$ cat src/rtl/traffic_phase_sequencer_pkg.sv
// Shared definitions for the two-road traffic phase sequencer.
// Holds the phase codes, the lamp patterns for each phase and small helpers
// that map a phase to its lamps and to its successor. The RTL and the
// bench both use these definitions.
package traffic_phase_sequencer_pkg;

  typedef enum logic [1:0] {
    PH_G0   = 2'd0,
    PH_CLR0 = 2'd1,
    PH_G1   = 2'd2,
    PH_CLR1 = 2'd3
  } phase_e;

  // Lamp patterns. Bit i of each pair belongs to road i.
  localparam logic [1:0] R_G0  = 2'b10;
  localparam logic [1:0] G_G0  = 2'b01;
  localparam logic [1:0] R_CLR = 2'b11;
  localparam logic [1:0] G_CLR = 2'b00;
  localparam logic [1:0] R_G1  = 2'b01;
  localparam logic [1:0] G_G1  = 2'b10;

  function automatic logic [1:0] red_for(input phase_e p);
    logic [1:0] r;
    r = R_CLR;
    case (p)
      PH_G0:   r = R_G0;
      PH_G1:   r = R_G1;
      default: r = R_CLR;
    endcase
    return r;
  endfunction

  function automatic logic [1:0] green_for(input phase_e p);
    logic [1:0] g;
    g = G_CLR;
    case (p)
      PH_G0:   g = G_G0;
      PH_G1:   g = G_G1;
      default: g = G_CLR;
    endcase
    return g;
  endfunction

  function automatic phase_e next_phase(input phase_e p);
    phase_e n;
    n = PH_G0;
    case (p)
      PH_G0:   n = PH_CLR0;
      PH_CLR0: n = PH_G1;
      PH_G1:   n = PH_CLR1;
      default: n = PH_G0;
    endcase
    return n;
  endfunction

  function automatic logic is_green(input phase_e p);
    return (p == PH_G0) || (p == PH_G1);
  endfunction

endpackage

$ cat src/rtl/traffic_phase_sequencer_btn_sync_edge.sv
// Demand-button conditioning: two-flop synchroniser followed by a
// rising-edge detector producing a one-cycle pulse.
// Ports:
//   clk       in  system clock
//   reset     in  synchronous, active-high
//   btn_async in  raw asynchronous button level
//   btn_rise  out one-cycle pulse on a synchronised 0->1 transition
module btn_sync_edge (
  input  logic clk,
  input  logic reset,
  input  logic btn_async,
  output logic btn_rise
);

  logic       sync1_q, sync1_d;
  logic       sync2_q, sync2_d;
  logic       hist_q,  hist_d;
  logic [1:0] fill_q,  fill_d;

  // The history flop resets high and keeps reading high until sync2 holds a
  // genuine sample of the button (fill_q[1]). A button held down across
  // reset therefore never looks like a fresh press.
  always_comb begin
    sync1_d  = btn_async;
    sync2_d  = sync1_q;
    fill_d   = {fill_q[0], 1'b1};
    hist_d   = fill_q[1] ? sync2_q : 1'b1;
    btn_rise = sync2_q & ~hist_q;
  end

  always_ff @(posedge clk) begin
    if (reset) begin
      sync1_q <= 1'b0;
      sync2_q <= 1'b0;
      hist_q  <= 1'b1;
      fill_q  <= 2'b00;
    end else begin
      sync1_q <= sync1_d;
      sync2_q <= sync2_d;
      hist_q  <= hist_d;
      fill_q  <= fill_d;
    end
  end

endmodule

$ cat src/rtl/traffic_phase_sequencer.sv
// Two-road traffic-light sequencer.
// Cycles G0 -> CLR0 -> G1 -> CLR1 on the divider tick, with a countdown for
// the display and a demand button that truncates the current green.
// Ports:
//   clk    in  system clock
//   reset  in  synchronous, active-high
//   tick   in  one-cycle enable; all timing advances only when high
//   btn    in  asynchronous demand button (level, active-high)
//   R      out red lamp per road (bit i = road i), registered
//   G      out green lamp per road (bit i = road i), registered
//   count  out remaining ticks in the current phase
//   phase  out current phase code (also serves as FSM state visibility)
module traffic_phase_sequencer
  import traffic_phase_sequencer_pkg::*;
#(
  parameter int GREEN_T = 5,
  parameter int CLR_T   = 2,
  parameter int SHORT_T = 1,
  parameter int CW      = 3
) (
  input  logic          clk,
  input  logic          reset,
  input  logic          tick,
  input  logic          btn,
  output logic [1:0]    R,
  output logic [1:0]    G,
  output logic [CW-1:0] count,
  output logic [1:0]    phase
);

  if (GREEN_T < 1 || GREEN_T > (1 << CW)) begin : g_bad_green
    $error("GREEN_T must lie in 1..2^CW");
  end
  if (CLR_T < 1 || CLR_T > (1 << CW)) begin : g_bad_clr
    $error("CLR_T must lie in 1..2^CW");
  end
  if (SHORT_T < 0 || SHORT_T >= GREEN_T - 1) begin : g_bad_short
    $error("SHORT_T must be below GREEN_T-1");
  end

  localparam logic [CW-1:0] GREEN_LOAD = CW'(GREEN_T - 1);
  localparam logic [CW-1:0] CLR_LOAD   = CW'(CLR_T - 1);
  localparam logic [CW-1:0] SHORT_LOAD = CW'(SHORT_T);
  localparam logic [CW-1:0] ONE        = CW'(1);

  phase_e        phase_q, phase_d;
  logic [CW-1:0] count_q, count_d;
  logic [1:0]    r_q, r_d;
  logic [1:0]    g_q, g_d;
  logic          req_q, req_d;
  logic          btn_rise;

  btn_sync_edge u_btn (
    .clk       (clk),
    .reset     (reset),
    .btn_async (btn),
    .btn_rise  (btn_rise)
  );

  always_comb begin
    phase_d = phase_q;
    count_d = count_q;
    req_d   = req_q;
    if (tick) begin
      if (count_q == '0) begin
        phase_d = next_phase(phase_q);
        count_d = is_green(phase_q) ? CLR_LOAD : GREEN_LOAD;
        // A request that could not shorten this green is spent with it;
        // one raised during clearance survives into the next green.
        if (is_green(phase_q)) req_d = 1'b0;
      end else if (is_green(phase_q) && req_q && (count_q > SHORT_LOAD)) begin
        count_d = SHORT_LOAD;
        req_d   = 1'b0;
      end else begin
        count_d = count_q - ONE;
      end
    end
    // The edge lands in req at this clock edge, so a tick in the detection
    // cycle still sees the old req. A fresh press outranks a same-cycle clear.
    if (btn_rise) req_d = 1'b1;
    // Lamps are registered from the next phase so they change with it.
    r_d = red_for(phase_d);
    g_d = green_for(phase_d);
  end

  always_ff @(posedge clk) begin
    if (reset) begin
      phase_q <= PH_G0;
      count_q <= GREEN_LOAD;
      r_q     <= R_G0;
      g_q     <= G_G0;
      req_q   <= 1'b0;
    end else begin
      phase_q <= phase_d;
      count_q <= count_d;
      r_q     <= r_d;
      g_q     <= g_d;
      req_q   <= req_d;
    end
  end

  assign R     = r_q;
  assign G     = g_q;
  assign count = count_q;
  assign phase = phase_q;

endmodule

$ cat config.mk
export PLATFORM = sky130hd
export DESIGN_NAME = traffic_phase_sequencer
export DESIGN_NICKNAME = d
export VERILOG_FILES = /design/src/rtl/traffic_phase_sequencer_pkg.sv /design/src/rtl/traffic_phase_sequencer_btn_sync_edge.sv /design/src/rtl/traffic_phase_sequencer.sv
export SDC_FILE = /design/constraint.sdc
export NUM_CORES = 1
export LEC_CHECK = 0
export BUFFER_PORTS_ARGS = -buffer_cell sky130_fd_sc_hd__clkbuf_2
export CAP_MARGIN = 20
export CORE_MARGIN = 4
export CORE_UTILIZATION = 38
export CTS_BUF_LIST = sky130_fd_sc_hd__clkbuf_2
export CTS_CLUSTER_DIAMETER = 60
export CTS_CLUSTER_SIZE = 24
export DETAILED_ROUTE_END_ITERATION = 6
export PLACE_DENSITY = 0.63
export SETUP_SLACK_MARGIN = 0.4
export SLEW_MARGIN = 20
export SYNTH_ARGS = -nofsm -noshare
export SYNTH_HDL_FRONTEND = slang
export SYNTH_SLANG_ARGS = --single-unit
$ cat constraint.sdc
create_clock -name clk -period 1.5 [get_ports clk]
set_input_delay 0.075 -clock clk [delete_from_list [all_inputs] [get_ports clk]]
set_output_delay 0.075 -clock clk [all_outputs]
set_load 0.01 [all_outputs]
==> results.json <==
{
  "outcome": "complete, no violations",
  "worstSetupEndpointType": "register",
  "worstSetupEndpoint": "G[1]$_SDFF_PP0_",
  "wl_per_cell_um": 12.9,
  "ff_latch_area_um2": 313,
  "num_vias": 534,
  "relSlewSlack": 0.855,
  "finClkSkew_ns": 0.00185,
  "vdd_drop_max_v": 0.000824,
  "critical_path_class": "reg2reg",
  "routed_via_density": 5.09,
  "combPwrFrac": 0.267,
  "antenna_found_initial": 0,
  "reg2reg_depth": 5,
  "die_x_um": 49.8,
  "clk_transition_reported_paths_ns": 0.16,
  "r2r_setup_slack_ns": 0.1,
  "powerDensity_nw_per_um2": 922,
  "sw_frac_of_total": 0.305,
  "stdcell_count": 105,
  "crit_start": "count[1]$_SDFFE_PP0P_",
  "drv_cap": 0,
  "design_area_um2": 941,
  "grt_max_degree": 12,
  "cts_sinks": 15,
  "io_pins": 13,
  "final_antenna_net_count": 0,
  "final-max-slew-violation-count": 0,
  "post-dp-hpwl_um": 943,
  "n_antenna_cell": 0,
  "ys_seq_area_frac": 0.453,
  "fin_setup_tns_ns": 0,
  "grt-ovfl-total": 0,
  "required_ns": 1.70,
  "yosysUniqueCellTypes": 27,
  "grt_pass1_wl_um": 2370,
  "r2r-start": "count[1]$_SDFFE_PP0P_",
  "synth_top_area_share": 0.453,
  "drive_gt1_frac": 0.551,
  "dpl.cell_count": 95,
  "clock_latency_ns": 0.28,
  "gp_congestion": 0.815,
  "core_um2": 1580,
  "power_leakage_nw": 0.395,
  "syn_area_per_cell_um2": 9.90,
  "yosysTopAreaCell": "dfxtp_1",
  "cp-start-kind": "register",
  "p_int_mw": 0.603,
  "r2r-end": "G[1]$_SDFF_PP0_",
  "met3_usage": 0.0572,
  "io_buffer_count": 12,
  "fill_cells": 141,
  "total_power_mw": 0.867,
  "num_rows": 14,
  "drt_iter0_markers": 0,
  "syn-cell-area_um2": 663,
  "hold_path_class": "in2reg",
  "fmax_mhz": 713,
  "finalHoldViolCount": 0,
  "grtUsageTotal": 0.123,
  "dr.pass1.iters": 1,
  "grt_pass1_vias": 569,
  "yosysWarnings": 0,
  "clk_root_buffer_cell": "clkbuf_2",
  "ys_ff_latch": 15,
  "power.share.clock": 0.235,
  "die_area_um2": 2480,
  "use_met1": 0.140,
  "dieHeight_um": 49.8,
  "setup_viol": 0,
  "syn_nets": 76,
  "rsz0062_at_grt": "yes",
  "tightestPinTransition_ns": 0.214,
  "cts_max_level": 1,
  "nNetsFinal": 99,
  "p_switching_mw": 0.264,
  "drc_errors": 0,
  "synth_cells": 67,
  "use_met2": 0.216,
  "synth.area.top_cells": "dfxtp_1 45%, ha_1 9.4%, nor2b_1 5.7%, inv_1 4.5%, a21oi_1 3.8%",
  "clockBufferDepth": 2,
  "dpl_cell_area_um2": 768,
  "p_seq_frac": 0.498,
  "utilization": 0.597,
  "fin_crit_sh": 0.936,
  "multi_input_area_um2": 422,
  "synthToLayoutAreaGrowth_pct": 41.9,
  "path_max_fanout": 4,
  "cts_tree": "done",
  "grt-busiest-layer": "met2",
  "drt-total-wl_um": 1360,
  "cts_buffers": 3,
  "min_period_ns": 1.40,
  "worstPathArrival_ns": 1.61,
  "initial_core_util": 0.421
}
==> worst min-delay path by stage <==
stage	slack, ns	cells after the start	startpoint	endpoint
floorplan	0.20	1	btn	u_btn.sync1_q$_SDFF_PP0_
global placement	0.28	2	btn	u_btn.sync1_q$_SDFF_PP0_
detailed placement	0.29	2	btn	u_btn.sync1_q$_SDFF_PP0_
CTS	0.06	2	tick	count[2]$_SDFFE_PP1P_
global route	0.06	2	tick	count[2]$_SDFFE_PP1P_
finish	0.07	2	tick	count[2]$_SDFFE_PP1P_
==> metrics by stage <==
step                worst slack, ns  hold slack [ns]
floorplan                    0.0909            0.203
global placement             0.0592            0.285
detailed placement           0.0433            0.294
CTS                           0.121           0.0612
global route                 0.0750           0.0611
finish                       0.0967           0.0691
==> synthesized netlist by cell type <==
| master | n |
|---|---|
| nor2b_1 | 6 |
| clkbuf_1 | 1 |
| mux2i_1 | 1 |
| a21o_1 | 1 |
| buf_6 | 1 |
| or3_1 | 1 |
| mux2_4 | 1 |
| dfxtp_1 | 15 |
| a21oi_1 | 5 |
| nand2_1 | 1 |
| and3b_1 | 1 |
| a221oi_1 | 1 |
| nand3_1 | 3 |
| o21bai_1 | 1 |
| and4bb_2 | 1 |
| o21ai_0 | 2 |
| nor3_1 | 1 |
| ha_1 | 5 |
| o2bb2ai_1 | 1 |
| nor2_1 | 4 |
| o31ai_1 | 1 |
| and3_1 | 1 |
| mux2i_4 | 1 |
| or2_2 | 1 |
| inv_1 | 8 |
| a211oi_1 | 1 |
| o221ai_1 | 1 |
==> state kept, by name (all words and copies together) (netlist names) <==
name           cells
phase              2
u_btn.fill_q       2
count              3
G                  2
R                  2
u_btn.sync1_q      1
u_btn.sync2_q      1
u_btn.hist_q       1
req_q              1
==> kinds of logic after synthesis <==
kind of cell             Yosys count  synth area share
AO/OA/AOI/OAI                     14             0.138
AND/OR/NAND/NOR                   20             0.175
buffers and inverters             10            0.0679
multiplexers                       3            0.0717
adder cells (fa/ha/maj)            5            0.0943
flip-flops                        15             0.453
==> routing by layer <==
layer  share of wire  vias up
li1                -      274
met1            0.43      249
met2            0.52       11
met3           0.044        0
met4               0        0
met5               0        -
==> layout by cell type (no fill, tap or decap), types with 2 or more instances in the layout <==
| master | netlist | layout |
|---|---|---|
| clkbuf_2 | 0 | 15 |
| dfxtp_1 | 15 | 11 |
| inv_1 | 8 | 5 |
| nor2b_1 | 6 | 5 |
| buf_4 | 0 | 5 |
| a21oi_2 | 0 | 4 |
| ha_4 | 0 | 4 |
| inv_4 | 0 | 3 |
| nor2_1 | 4 | 3 |
| dfxtp_4 | 0 | 3 |
| nand3_1 | 3 | 2 |
| buf_6 | 1 | 2 |
==> cell type report <==
cell class                      instances  area share
Tap cell                               16      0.0213
Clock buffer                            3      0.0160
Inverter                                8      0.0372
Clock inverter                          1     0.00665
Sequential cell                        15       0.332
Multi-Input combinational cell         42       0.448
Timing Repair Buffer                   20       0.138
==> critical path, stage by stage, from the launching register on <==
cell,delay (ns)
dfxtp_4,0.38
inv_4,0.06
ha_4,0.13
and3b_2,0.28
mux2_4,0.32
and3_1,0.14
==> timing repair <==
item | 4_1_cts | 5_1_grt
hold endpoints to repair | 1 | 0
buffers inserted | 5 | 0
resized for setup | 15 | 11
hold buffers | 1 | 0
pin swaps | 5 | 6
setup endpoints to repair | 10 | 10
==> power by group through the flow <==
| stage | Sequential [mW] | Combinational, mW | Clock, mW |
|---|---|---|---|
| after floorplan | 0.455 | 0.101 | 0 |
| after global placement | 0.446 | 0.155 | 0 |
| after detailed placement | 0.447 | 0.158 | 0 |
| after CTS | 0.433 | 0.218 | 0.211 |
| after global routing | 0.436 | 0.258 | 0.228 |
| final | 0.432 | 0.231 | 0.204 |
No activity file was read; power rests on OpenSTA's default activity.
